===== config.mk =====
export PLATFORM = sky130hd
export DESIGN_NAME = maze_game_ctrl
export DESIGN_NICKNAME = d
export VERILOG_FILES = /design/src/rtl/maze_game_ctrl.sv
export SDC_FILE = /design/constraint.sdc
export NUM_CORES = 1
export LEC_CHECK = 0
export CORE_AREA = 2 2 59 61
export DETAILED_ROUTE_END_ITERATION = 10
export DIE_AREA = 0 0 61 63
export PLACE_DENSITY = 0.8
export SYNTH_ARGS = -nofsm -noshare
export SYNTH_HDL_FRONTEND = slang
export SYNTH_SLANG_ARGS = --single-unit

===== constraint.sdc =====
create_clock -name clk -period 5.79 [get_ports clk]
set_input_delay 1.158 -clock clk [delete_from_list [all_inputs] [get_ports clk]]
set_output_delay 1.158 -clock clk [all_outputs]
set_load 0.005 [all_outputs]

===== src/rtl/maze_game_ctrl.sv =====
// -----------------------------------------------------------------------------
// maze_game_ctrl
//
// Game controller for an 8x8 maze. A start pulse loads the level's start
// position and terminal cell. Each move pulse issues a wall lookup to an
// external map RAM. The move is then accepted or rejected based on the wall
// bit, which arrives one cycle after the request.
//
// Optional feature (macro MAZE_TIMEOUT_EN):
//   - Adds a per-game countdown timer: TIME_LIMIT seconds of TICK_DIV cycles.
//   - Expiry in PLAY or CHECK ends the game in LOSE.
//   - Without the macro, time_left is tied to 0 and LOSE is unreachable.
//
// Ports:
//   clk        in   sole clock, rising edge
//   rst_n      in   asynchronous active-low reset
//   start      in   one-cycle pulse: start/restart a game (any state)
//   level      in   map select, sampled with start
//   dir[3:0]   in   move pulses: [0] row+1, [1] row-1, [2] col-1, [3] col+1
//   map_rd_req out  one-cycle wall lookup request
//   map_rd_row out  lookup row (valid with map_rd_req)
//   map_rd_col out  lookup column (valid with map_rd_req)
//   map_wall   in   wall bit, valid the cycle after map_rd_req
//   pos_row    out  player row
//   pos_col    out  player column
//   step_cnt   out  accepted moves this game (saturating)
//   state      out  IDLE=0 PLAY=1 CHECK=2 WIN=3 LOSE=4
//   time_left  out  remaining seconds
//   done       out  one-cycle pulse on entry to WIN or LOSE
// -----------------------------------------------------------------------------
module maze_game_ctrl #(
  parameter int unsigned TICK_DIV   = 50000000,
  parameter int unsigned TIME_LIMIT = 60
) (
  input  logic       clk,
  input  logic       rst_n,
  input  logic       start,
  input  logic       level,
  input  logic [3:0] dir,
  output logic       map_rd_req,
  output logic [2:0] map_rd_row,
  output logic [2:0] map_rd_col,
  input  logic       map_wall,
  output logic [2:0] pos_row,
  output logic [2:0] pos_col,
  output logic [7:0] step_cnt,
  output logic [2:0] state,
  output logic [7:0] time_left,
  output logic       done
);

  typedef enum logic [2:0] {
    S_IDLE  = 3'd0,
    S_PLAY  = 3'd1,
    S_CHECK = 3'd2,
    S_WIN   = 3'd3,
    S_LOSE  = 3'd4
  } state_e;

  // A zero-length tick, or a limit beyond the 8-bit counter, is not a usable
  // configuration. The empty scope marks such a build in the hierarchy.
  if (TICK_DIV == 0 || TIME_LIMIT > 255) begin : g_invalid_timer_config
  end

  state_e     state_q, state_d;
  logic [2:0] row_q, col_q;
  logic [2:0] term_row_q, term_col_q;
  logic [2:0] rd_row_q, rd_col_q;
  logic [7:0] steps_q;
  logic       rd_req_q, rd_req_d;
  logic       done_q, done_d;

  logic       mv_valid;
  logic [2:0] tgt_row, tgt_col;
  logic       sample, accept, win, expire;

  // Move decode: only the lowest-index set bit counts.
  // Off-grid targets are flagged invalid.
  always_comb begin
    mv_valid = 1'b0;
    tgt_row  = row_q;
    tgt_col  = col_q;
    if (dir[0]) begin
      mv_valid = (row_q != 3'd7);
      tgt_row  = row_q + 3'd1;
    end else if (dir[1]) begin
      mv_valid = (row_q != 3'd0);
      tgt_row  = row_q - 3'd1;
    end else if (dir[2]) begin
      mv_valid = (col_q != 3'd0);
      tgt_col  = col_q - 3'd1;
    end else if (dir[3]) begin
      mv_valid = (col_q != 3'd7);
      tgt_col  = col_q + 3'd1;
    end
  end

  // CHECK occupies two cycles. In the first, the request is on the bus.
  // In the second, the RAM answers and map_wall is sampled.
  assign sample = (state_q == S_CHECK) && !rd_req_q;
  assign accept = sample && !map_wall;
  assign win    = accept && (rd_row_q == term_row_q) && (rd_col_q == term_col_q);

`ifdef MAZE_TIMEOUT_EN
  localparam int unsigned PW = (TICK_DIV > 1) ? $clog2(TICK_DIV) : 1;
  localparam logic [PW-1:0] PRESC_MAX = PW'(TICK_DIV - 1);

  logic [PW-1:0] presc_q;
  logic [7:0]    time_q;
  logic          timing;
  logic          tick;

  assign timing = (state_q == S_PLAY) || (state_q == S_CHECK);
  assign tick   = timing && (presc_q == PRESC_MAX);
  // Expiry fires on the tick that takes the counter to zero.
  // It also fires if the counter already reads zero (TIME_LIMIT of 0).
  assign expire = timing && ((time_q == 8'd0) || (tick && time_q == 8'd1));

  always_ff @(posedge clk or negedge rst_n) begin
    if (!rst_n) begin
      presc_q <= '0;
      time_q  <= 8'd0;
    end else if (start) begin
      presc_q <= '0;
      time_q  <= 8'(TIME_LIMIT);
    end else if (timing) begin
      if (tick) begin
        presc_q <= '0;
        if (time_q != 8'd0) time_q <= time_q - 8'd1;
      end else begin
        presc_q <= presc_q + 1'b1;
      end
    end
  end
`else
  assign expire = 1'b0;
`endif

  // State register
  always_ff @(posedge clk or negedge rst_n) begin
    if (!rst_n) state_q <= S_IDLE;
    else        state_q <= state_d;
  end

  // Next-state logic. Start overrides everything.
  // Timeout overrides a new move.
  // A win found in the same cycle as timeout still wins.
  always_comb begin
    state_d = state_q;
    if (start) begin
      state_d = S_PLAY;
    end else begin
      case (state_q)
        S_PLAY: begin
          if (expire)        state_d = S_LOSE;
          else if (mv_valid) state_d = S_CHECK;
        end
        S_CHECK: begin
          if (win)         state_d = S_WIN;
          else if (expire) state_d = S_LOSE;
          else if (sample) state_d = S_PLAY;
        end
        default: state_d = state_q;
      endcase
    end
  end

  assign rd_req_d = !start && (state_q == S_PLAY) && !expire && mv_valid;
  assign done_d   = ((state_d == S_WIN) || (state_d == S_LOSE)) && (state_d != state_q);

  // Position, score and lookup registers
  always_ff @(posedge clk or negedge rst_n) begin
    if (!rst_n) begin
      row_q      <= 3'd0;
      col_q      <= 3'd0;
      term_row_q <= 3'd0;
      term_col_q <= 3'd0;
      rd_row_q   <= 3'd0;
      rd_col_q   <= 3'd0;
      steps_q    <= 8'd0;
      rd_req_q   <= 1'b0;
      done_q     <= 1'b0;
    end else begin
      rd_req_q <= rd_req_d;
      done_q   <= done_d;
      if (rd_req_d) begin
        rd_row_q <= tgt_row;
        rd_col_q <= tgt_col;
      end
      if (start) begin
        steps_q <= 8'd0;
        if (level) begin
          row_q      <= 3'd7;
          col_q      <= 3'd6;
          term_row_q <= 3'd1;
          term_col_q <= 3'd7;
        end else begin
          row_q      <= 3'd6;
          col_q      <= 3'd7;
          term_row_q <= 3'd0;
          term_col_q <= 3'd0;
        end
      end else if (accept) begin
        row_q <= rd_row_q;
        col_q <= rd_col_q;
        if (steps_q != 8'hFF) steps_q <= steps_q + 8'd1;
      end
    end
  end

  // Output assignments
  always_comb begin
    map_rd_req = rd_req_q;
    map_rd_row = rd_row_q;
    map_rd_col = rd_col_q;
    pos_row    = row_q;
    pos_col    = col_q;
    step_cnt   = steps_q;
    state      = state_q;
    done       = done_q;
`ifdef MAZE_TIMEOUT_EN
    time_left  = time_q;
`else
    time_left  = 8'd0;
`endif
  end

endmodule


After elaboration in Yosys (flattened, before gate mapping)
Cells that the tools add are included.
{"block": "op_classes", "n_reduce_logical": 16, "n_eq_ne": 10, "add_sub_neg": 5, "mux": 26}
{"operator": "3-bit 2-to-1 mux", "n": 15}
{"operator": "8-bit 2-to-1 mux", "n": 3}
{"operator": "8-bit by 1-bit adder with 8-bit output (second input constant)", "n": 1}
{"operator": "8-bit inequality test (second input constant)", "n": 1}
{"operator": "1-bit logical AND", "n": 7}
{"operator": "1-bit 2-to-1 mux", "n": 7}
{"operator": "3-bit by 1-bit adder with 3-bit output (second input constant)", "n": 2}
{"operator": "3-bit by 2-bit equality test with 1-bit output (second input constant)", "n": 2}
{"operator": "3-bit equality test", "n": 2}
{"operator": "3-bit inequality test (second input constant)", "n": 2}
{"operator": "3-bit case mux with 2 select lines", "n": 1}
{"operator": "3-bit nonzero test", "n": 2}
{"operator": "3-bit by 1-bit subtractor with 3-bit output (second input constant)", "n": 2}
{"operator": "2-bit nonzero test", "n": 2}
{"operator": "3-bit by 1-bit equality test with 1-bit output (second input constant)", "n": 1}
{"operator": "3-bit equality test (second input constant)", "n": 1}
{"operator": "1-bit zero test", "n": 3}
{"operator": "3-bit inequality test", "n": 1}
{"operator": "2-bit AND reduction", "n": 1}
{"operator": "1-bit logical OR", "n": 1}
{"block": "totals", "ff_bits": 31, "out_inout_bits": 33, "in_bits": 9, "word_cells": 67}

Longest topological paths before layout
{"block": "depth", "depth_word": 11, "mapped_depth": 8}

Worst setup path after synthesis
OpenSTA, ideal clock, no wires.
{"block": "synth_path", "path_kind": "input-to-reg", "start": "input dir[2]", "end": "register done_q, in the netlist done", "cell_stages": 6, "n_path_buf": 1, "slack_ns": 3.319, "t_arrival_ns": 2.350, "cell_sequence": "nor3b_1 -> a211o_1 -> a21oi_1 -> or4_1 -> buf_2 -> a2111oi_1"}
{"block": "synth_between", "elab_chain_len": 9, "word_cells_on_any_way": 11}
{"element": "start, declared", "line": "39", "rtl": "input logic [3:0] dir,"}
{"element": "1-bit 2-to-1 mux *", "line": "89", "rtl": "end else if (dir[2]) begin"}
{"element": "1-bit 2-to-1 mux *", "line": "86", "rtl": "end else if (dir[1]) begin"}
{"element": "1-bit 2-to-1 mux *", "line": "83", "rtl": "if (dir[0]) begin"}
{"element": "3-bit 2-to-1 mux *", "line": "156", "rtl": "else if (mv_valid) state_d = S_CHECK;"}
{"element": "3-bit case mux with 2 select lines *", "line": "153", "rtl": "case (state_q)"}
{"element": "3-bit 2-to-1 mux *", "line": "150", "rtl": "if (start) begin"}
{"element": "3-bit by 2-bit equality test with 1-bit output or 3-bit equality test (tied branches)", "line": "169", "rtl": "assign done_d = ((state_d == S_WIN) || (state_d == S_LOSE)) && (state_d != state_q);"}
{"element": "1-bit logical OR", "line": "169"}
{"element": "1-bit logical AND *", "line": "169"}
{"element": "net done_d", "line": "71", "rtl": "logic done_q, done_d;"}
{"element": "end signal, assigned", "line": "185", "rtl": "done_q <= done_d;"}
{"element": "end, declared", "line": "71"}
Mark *: on every way through the listed nets, which the timed path passes. The rest lies on a longest branch.
A chain may end at the register's enable or synchronous reset.

Final worst setup path
{"block": "layout_path", "start": "input start", "end": "register done_q, in the netlist done"}
{"block": "layout_between", "elab_chain_len": 4, "word_cells_on_any_way": 6}
{"element": "start, declared", "line": "37", "rtl": "input logic start,"}
{"element": "3-bit 2-to-1 mux *", "line": "150"}
{"element": "3-bit by 2-bit equality test with 1-bit output or 3-bit equality test (tied branches)", "line": "169"}
{"element": "1-bit logical OR", "line": "169"}
{"element": "1-bit logical AND *", "line": "169"}
{"element": "net done_d", "line": "71"}
Marks and branches as above.

==> flow_summary.rst <==
.. list-table::
   :header-rows: 1

   * - Metric
     - Value
   * - Routed wl met3
     - 88 um
   * - Total of cells resized after clock tree synthesis
     - 0
   * - Vias in the first global route
     - 1191
   * - Pin count of the biggest net entering global routing
     - 28
   * - DIE HEIGHT
     - 63 um
   * - Nature of the critical path endpoint
     - register
   * - Nets
     - 202
   * - Final critical-path share of the clock period
     - 55.5%
   * - Drt wl/cell
     - 13.6 um
   * - Slack of the worst reg-to-reg path
     - 3.33 ns
   * - Total setup buffers inserted after CTS
     - 0
   * - Sort of element at the start of the critical path
     - primary input
   * - Total setup violations reported at the end of the flow
     - 0
   * - Crit-path max cell delay
     - 0.90 ns
   * - Critical R2R Launch
     - pos_col[0]
   * - Final hold violation count
     - 0
   * - Path length in cells of the critical path
     - 3
   * - Critical Path Fanout Max
     - 27
   * - Unrepaired setup endpoints after global routing
     - false
   * - Total Die Area
     - 0.00384 sq mm
   * - Result of the run
     - finished clean
   * - Hold bufs inserted after CTS
     - 0
   * - Combined flip-flop and latch cell area
     - 651 sq um
   * - Quantity of I/O buffers inserted on ports
     - 33
   * - Cell count after synthesis
     - 151
   * - Leakage power summed over all cells
     - 0.827 nW
   * - Combined area of the multi-input logic cells
     - 774 sq um
   * - Internal power
     - 0.314 mW
   * - Number of max-slew violations in the final report
     - 0
   * - Routed Antenna Nets
     - 0
   * - Growth of design area from synthesis to finish
     - 23.9%
   * - Cell count of the worst reg-to-reg path
     - 7
   * - Transition time at the pin with the least slew margin
     - 0.907 ns
   * - Crit path max-delay cell type
     - sky130_fd_sc_hd__or4_1
   * - Crit path capture
     - done
   * - Sum of overflow across all layers after global routing
     - 0
   * - Number of placement rows
     - 21
   * - Startpoint of the most critical hold path
     - step_cnt[1]
   * - Average via count per standard cell
     - 5.33
   * - Switching part of the total
     - 29.6%
   * - Launch point of the worst path
     - start
   * - Asr flop ratio synth
     - 100%
   * - Area share of the largest cell type after synthesis
     - 42.9%
   * - Total of flip-flops plus latches after synthesis
     - 26
   * - Number of diodes added for antenna fixing
     - 0
   * - Top cell type by total area after synthesis
     - sky130_fd_sc_hd__dfrtp_1
   * - HPWL after detailed placement
     - 2320 um
   * - Top flip-flop cell by instance count after synthesis
     - sky130_fd_sc_hd__dfrtp_1
   * - Fin crit period
     - 3.21 ns
   * - Number of placed I/O pins
     - 42
   * - Reg-to-Reg End
     - done
   * - Part of the power in registers
     - 53.5%
   * - WP data required
     - 5.97 ns
   * - Type of the most critical hold path
     - register to register
   * - Slack of the critical path
     - 2.58 ns
   * - Largest cells by area after synthesis
     - sky130_fd_sc_hd__dfrtp_1 43%, sky130_fd_sc_hd__ha_1 7.4%, sky130_fd_sc_hd__mux2_2 4.5%
   * - RePlAce Congestion
     - 0.787
   * - Setup TNS after final layout
     - 0 ns
   * - Worst slew margin
     - 39.3%
   * - Wire length on met1
     - 1430 um
   * - CP Data Arrival Time
     - 3.40 ns
   * - Min Hold Slack
     - 0.547 ns
   * - Die width
     - 61 um
   * - Synthesis warning total
     - 0
   * - Count of vias placed by the detailed router
     - 1215
   * - Worst slack at placement
     - 2.27 ns
   * - Reported net switching power
     - 0.132 mW
   * - Uppermost layer routed
     - met4
   * - CTS buffer count
     - 3
   * - Number of antenna violations at the first check in global routing
     - 0
   * - Worst Skew
     - 0.00359 ns
   * - Clock latency on the worst-skew pair
     - 0.31 ns
   * - Number of detailed-route iterations in the first pass
     - 4
   * - Combinational share of power
     - 30.1%
   * - Maximum ir drop on the vdd rail
     - 0.148 mV
   * - CP cell instances
     - clkdlybuf4s50_1 -> or4_1 -> a2111oi_1
   * - Netlist area before placement
     - 0.00152 sq mm
   * - GRT Resource Usage Total
     - 17.7%
   * - Number of enable flip-flop cells after synthesis
     - 0
   * - Worst-path clk slew
     - 0.13 ns
   * - Mean Syn Cell Area
     - 10.1 sq um
   * - Power per cell area
     - 237 mW/mm^2
   * - Buf/Inv on CP
     - 1
   * - Number of DRC markers in iteration 0
     - 64
   * - Fmax
     - 311 MHz
   * - Effective utilization at floorplan
     - 47.0%
   * - Number of filler instances in the final layout
     - 304
   * - Proportion of synthesized chip area in sequential cells
     - 42.9%
   * - Critical path type
     - primary input to register
   * - Cell variety after synth
     - 40
   * - Wire length of the first global-routing pass
     - 5380 um
   * - CTS tree
     - built
   * - Max clock buf depth
     - 2
   * - Detailed-routed wire length on met2
     - 1590 um
   * - Core ar.
     - 0.00323 sq mm
   * - Number of max-capacitance violations reported
     - 0
   * - Count of H-tree levels built during CTS
     - 1
   * - Final Routed Wirelength
     - 3110 um
   * - Proportion of layout cells with a drive suffix above 1
     - 7.69%
   * - Clock Sinks
     - 26
   * - Cell chosen for the clock root
     - sky130_fd_sc_hd__clkbuf_4
   * - Final routed DRC violation total
     - 0
   * - Part of the power in the clock network
     - 16.4%
   * - Delay-heaviest family, CP
     - simple AND/OR/NAND/NOR gates
==> logic make-up after synthesis <==
kind of cell	Yosys count	share of synthesized area (%)
AND/OR/NAND/NOR	45	16.3
AO/OA/AOI/OAI	30	14.3
flip-flops	26	42.9
buffers and inverters	23	7.83
adder cells (fa/ha/maj)	9	7.42
XOR/XNOR	9	5.19
multiplexers	8	5.77
other	1	0.247
==> cell type report <==
cell class / count / share of cell area [%]
clock buffer: 3 / 1.20
inverter: 10 / 2.00
multi-input combinational: 109 / 41.2
sequential: 26 / 34.6
tap: 46 / 3.06
timing repair buffer: 34 / 18.0
==> state kept, by name (all words and copies together) (netlist names) <==
signal      count
map_rd_row      3
term_col_q      1
step_cnt        8
map_rd_col      3
pos_row         3
map_rd_req      1
done            1
pos_col         3
state           3
==> worst min-delay path by stage <==
stage / end / slack [ns] / depth (start not counted)
2_1_floorplan: step_cnt[1] / 0.50 / 2
3_3_place_gp: step_cnt[1] / 0.50 / 2
3_5_place_dp: step_cnt[1] / 0.51 / 2
4_1_cts: step_cnt[1] / 0.56 / 2
5_1_grt: pos_row[1] / 0.59 / 1
6_report: step_cnt[1] / 0.55 / 2
==> metrics by stage <==
stage / std cells / util, % / total power [mW] / area [sq um]
global placement: 225 / 57.5 / 0.370 / 1860
detailed placement: 225 / 57.5 / 0.377 / 1860
global route: 228 / 58.2 / 0.471 / 1880
finish: 228 / 58.2 / 0.447 / 1880
floorplan: 158 / - / 0.300 / 1540
CTS: 228 / 58.2 / 0.449 / 1880
==> cells in the final DEF (no fill, tap or decap), drive strengths merged, types with 2 or more instances in the layout <==
cell type,count
a21oi,5
a211oi,2
conb,8
a221oi,2
inv,10
clkbuf,3
xnor2,4
dfrtp,26
nor2b,2
mux2i,2
xor2,5
nor2,16
and3,3
nand3,2
ha,9
mux2,6
o2111ai,2
nand3b,2
clkdlybuf4s50,33
nand2,7
a211o,5
o21ai,9
nor3b,2
nor4,2
and4,2
==> power groups by stage <==
| stage | clock (mW) | combinational [mW] | sequential (mW) |
|---|---|---|---|
| after global placement | 0 | 0.131 | 0.239 |
| after CTS | 0.0746 | 0.136 | 0.239 |
| final | 0.0733 | 0.134 | 0.239 |
| after floorplan | 0 | 0.0641 | 0.236 |
| after global routing | 0.0800 | 0.147 | 0.244 |
| after detailed placement | 0 | 0.135 | 0.242 |
==> metal layers <==
layer	track usage, %	up-vias
li1	-	577
met1	25.2	613
met2	28.6	23
met3	1.86	2
met4	4.35	0
met5	0	-
==> synth_stat cells (all sizes together) (4+ instances only) <==
cell and number:
o21ai 9, ha 9, xor2 5, buf 10
dfrtp 26, nor2 16, a21oi 5, a211o 5
mux2 6, nand2 7, inv 10, xnor2 4
==> tightest hold or removal path, stage by stage, from the launching register on <==
cell,delay [ns]
sky130_fd_sc_hd__dfrtp_1,0.41
sky130_fd_sc_hd__nand2_1,0.06
sky130_fd_sc_hd__nand2_1,0.05
Note: power is estimated with default switching activity, not from simulation.
==> variant (same flow settings) <==
Put a register stage on the output `pos_row`, cleared by the reset. The value now appears one clock later. The other outputs are not delayed to match.
--- a/src/rtl/maze_game_ctrl.sv
+++ b/src/rtl/maze_game_ctrl.sv
@@ -58,4 +58,6 @@
   } state_e;
 
+  logic [2:0] pos_row_d;
+
   // A zero-length tick, or a limit beyond the 8-bit counter, is not a usable
   // configuration. The empty scope marks such a build in the hierarchy.
@@ -214,5 +216,5 @@
     map_rd_row = rd_row_q;
     map_rd_col = rd_col_q;
-    pos_row    = row_q;
+    pos_row_d  = row_q;
     pos_col    = col_q;
     step_cnt   = steps_q;
@@ -226,4 +228,12 @@
   end
 
+  always_ff @(posedge clk or negedge rst_n) begin
+    if (!rst_n) begin
+      pos_row <= '0;
+    end else begin
+      pos_row <= pos_row_d;
+    end
+  end
+
 endmodule
 
Function: changed (a bounded check fails within 4 cycles, from zero or initial values and one cycle with rst_n low).
==> variant against the unedited design <==
- total power is 17% higher
- global-route usage is 1.9 points higher
- clock skew is 0.0077 ns higher
- sequential cell count is 3 higher
- wire length is 6.3% higher
- worst setup slack better by 0.28 ns
- count of clock-buffer cells in the layout is 4 higher
- final area is 5.8% higher
- sequential share of layout area is 1.9 points higher
- synthesized area is 4.8% higher
- critical path type unchanged
- largest power group unchanged
==> variant: results <==
export IMPL_wl_met1_um=1420
export IMPL_reg2reg_slack_ns=3.43
export IMPL_grt_usage_pct=19.6
export IMPL_cts_htree_levels=2
export IMPL_ir_drop_mv=0.150
export IMPL_cts_buffers=5
export IMPL_skew_ns=0.0113
export IMPL_place_gp_congestion=0.784
export IMPL_p_int_mw=0.370
export IMPL_drive_gt1_share_pct=10.3
export IMPL_yosysSeqAreaShare_pct=45.6
export IMPL_grt_pass1_vias=1242
export IMPL_dpl_hpwl_um=2500
export IMPL_slowest_stage="or4_1"
export IMPL_layout_nets=203
export IMPL_grt_util_met3_pct=7.25
export IMPL_postPlaceCellArea_mm2=0.00193
export IMPL_regToRegEndpoint="map_rd_row[2]$_DFFE_PN0P_"
export IMPL_synth_area_top_cells="dfrtp_1 (46%), ha_1 (7.1%), nor2_1 (4.2%), mux2_2 (4.2%), buf_4 (3.8%)"
export IMPL_route_met2_wl_um=1700
export IMPL_ys_types=36
export IMPL_wl_per_cell_um=14.3
export IMPL_drt_iter0_markers=37
export IMPL_via_per_inst=5.27
export IMPL_grt_max_degree=30
export IMPL_clkTransAtPathRegs_ns=0.09
export IMPL_worstHoldStart="pos_row_d[2]$_DFFE_PN0P_"
export IMPL_netlist_top_cells_count="dfrtp_1 (29), nor2_1 (18), inv_1 (10)"
export IMPL_synthToLayoutAreaGrowth_pct=25.1
export IMPL_worst_slew_pin_slew_ns=0.692
export IMPL_grt_first_pass_wirelength_um=5460
export IMPL_dp_cells=224
export IMPL_crit_fanout=21
export IMPL_status="completed"
export IMPL_p_clk_mw=0.122
export IMPL_hold_end="pos_row[2]$_DFF_PN0_"
export IMPL_totalWireLength_um=3300
export IMPL_met3_length_um=126
export IMPL_syn_area_per_cell_um2=10.7
export IMPL_crit_path_max_incr_delay_ns=0.87
export IMPL_power_leakage_nw=0.861
export IMPL_min_path_cells=0
export IMPL_met1_usage_pct=23.5
## variant: cell count changes in the layout (fill, tap and decap cells not counted), moves of 2 or more
cell       unedited run  this run
nor2_1               15        18
clkbuf_4              3         5
dfrtp_1              26        29
o21ai_0               9         6
nand2_1               7         5
o2111ai_1             2         0
nand3b_1              2         0
nand3_1               2         5
a21oi_1               5         3
xnor2_1               4         6
## variant: worst max-delay path by stage
stage                     slack, ns  cells past startpoint                         to  startpoint
after floorplan                3.35                      6  map_rd_col[0]$_DFFE_PN0P_      dir[2]
after global placement         2.58                      3  map_rd_row[2]$_DFFE_PN0P_       start
after detailed placement       2.54                      3  map_rd_col[2]$_DFFE_PN0P_       start
after CTS                      2.89                      3             done$_DFF_PN0_       start
after global routing           2.75                      3             done$_DFF_PN0_       start
final                          2.85                      3  map_rd_row[2]$_DFFE_PN0P_       start
## variant: layout make-up
class / instances / area, µm²
clock buffers: 7 / 55.1
fillers: 293 / 1240
inverters: 10 / 37.5
multi-input cells: 105 / 776
flip-flops and latches: 29 / 726
well taps: 46 / 57.6
repair buffers: 34 / 338
## variant: logic make-up after synthesis
| kind of cell | count (synthesis) | share of synthesized area [%] |
|---|---|---|
| simple gates | 45 | 15.5 |
| mux | 9 | 6.14 |
| flops | 29 | 45.6 |
| other cells | 1 | 0.236 |
| compound gates | 23 | 12.1 |
| buf+inv | 22 | 7.24 |
| fa+ha+maj | 9 | 7.08 |
| xor+xnor | 11 | 6.06 |
## variant: per-stage QoR
step                hold slack (ns)  utilization, %  power, mW  setup slack [ns]
finish                        0.435            61.6      0.521              2.85
global placement              0.401            59.9      0.395              2.58
CTS                           0.436            61.6      0.529              2.89
global route                  0.464            61.6      0.555              2.75
detailed placement            0.407            59.9      0.403              2.54
floorplan                     0.380               -      0.323              3.35
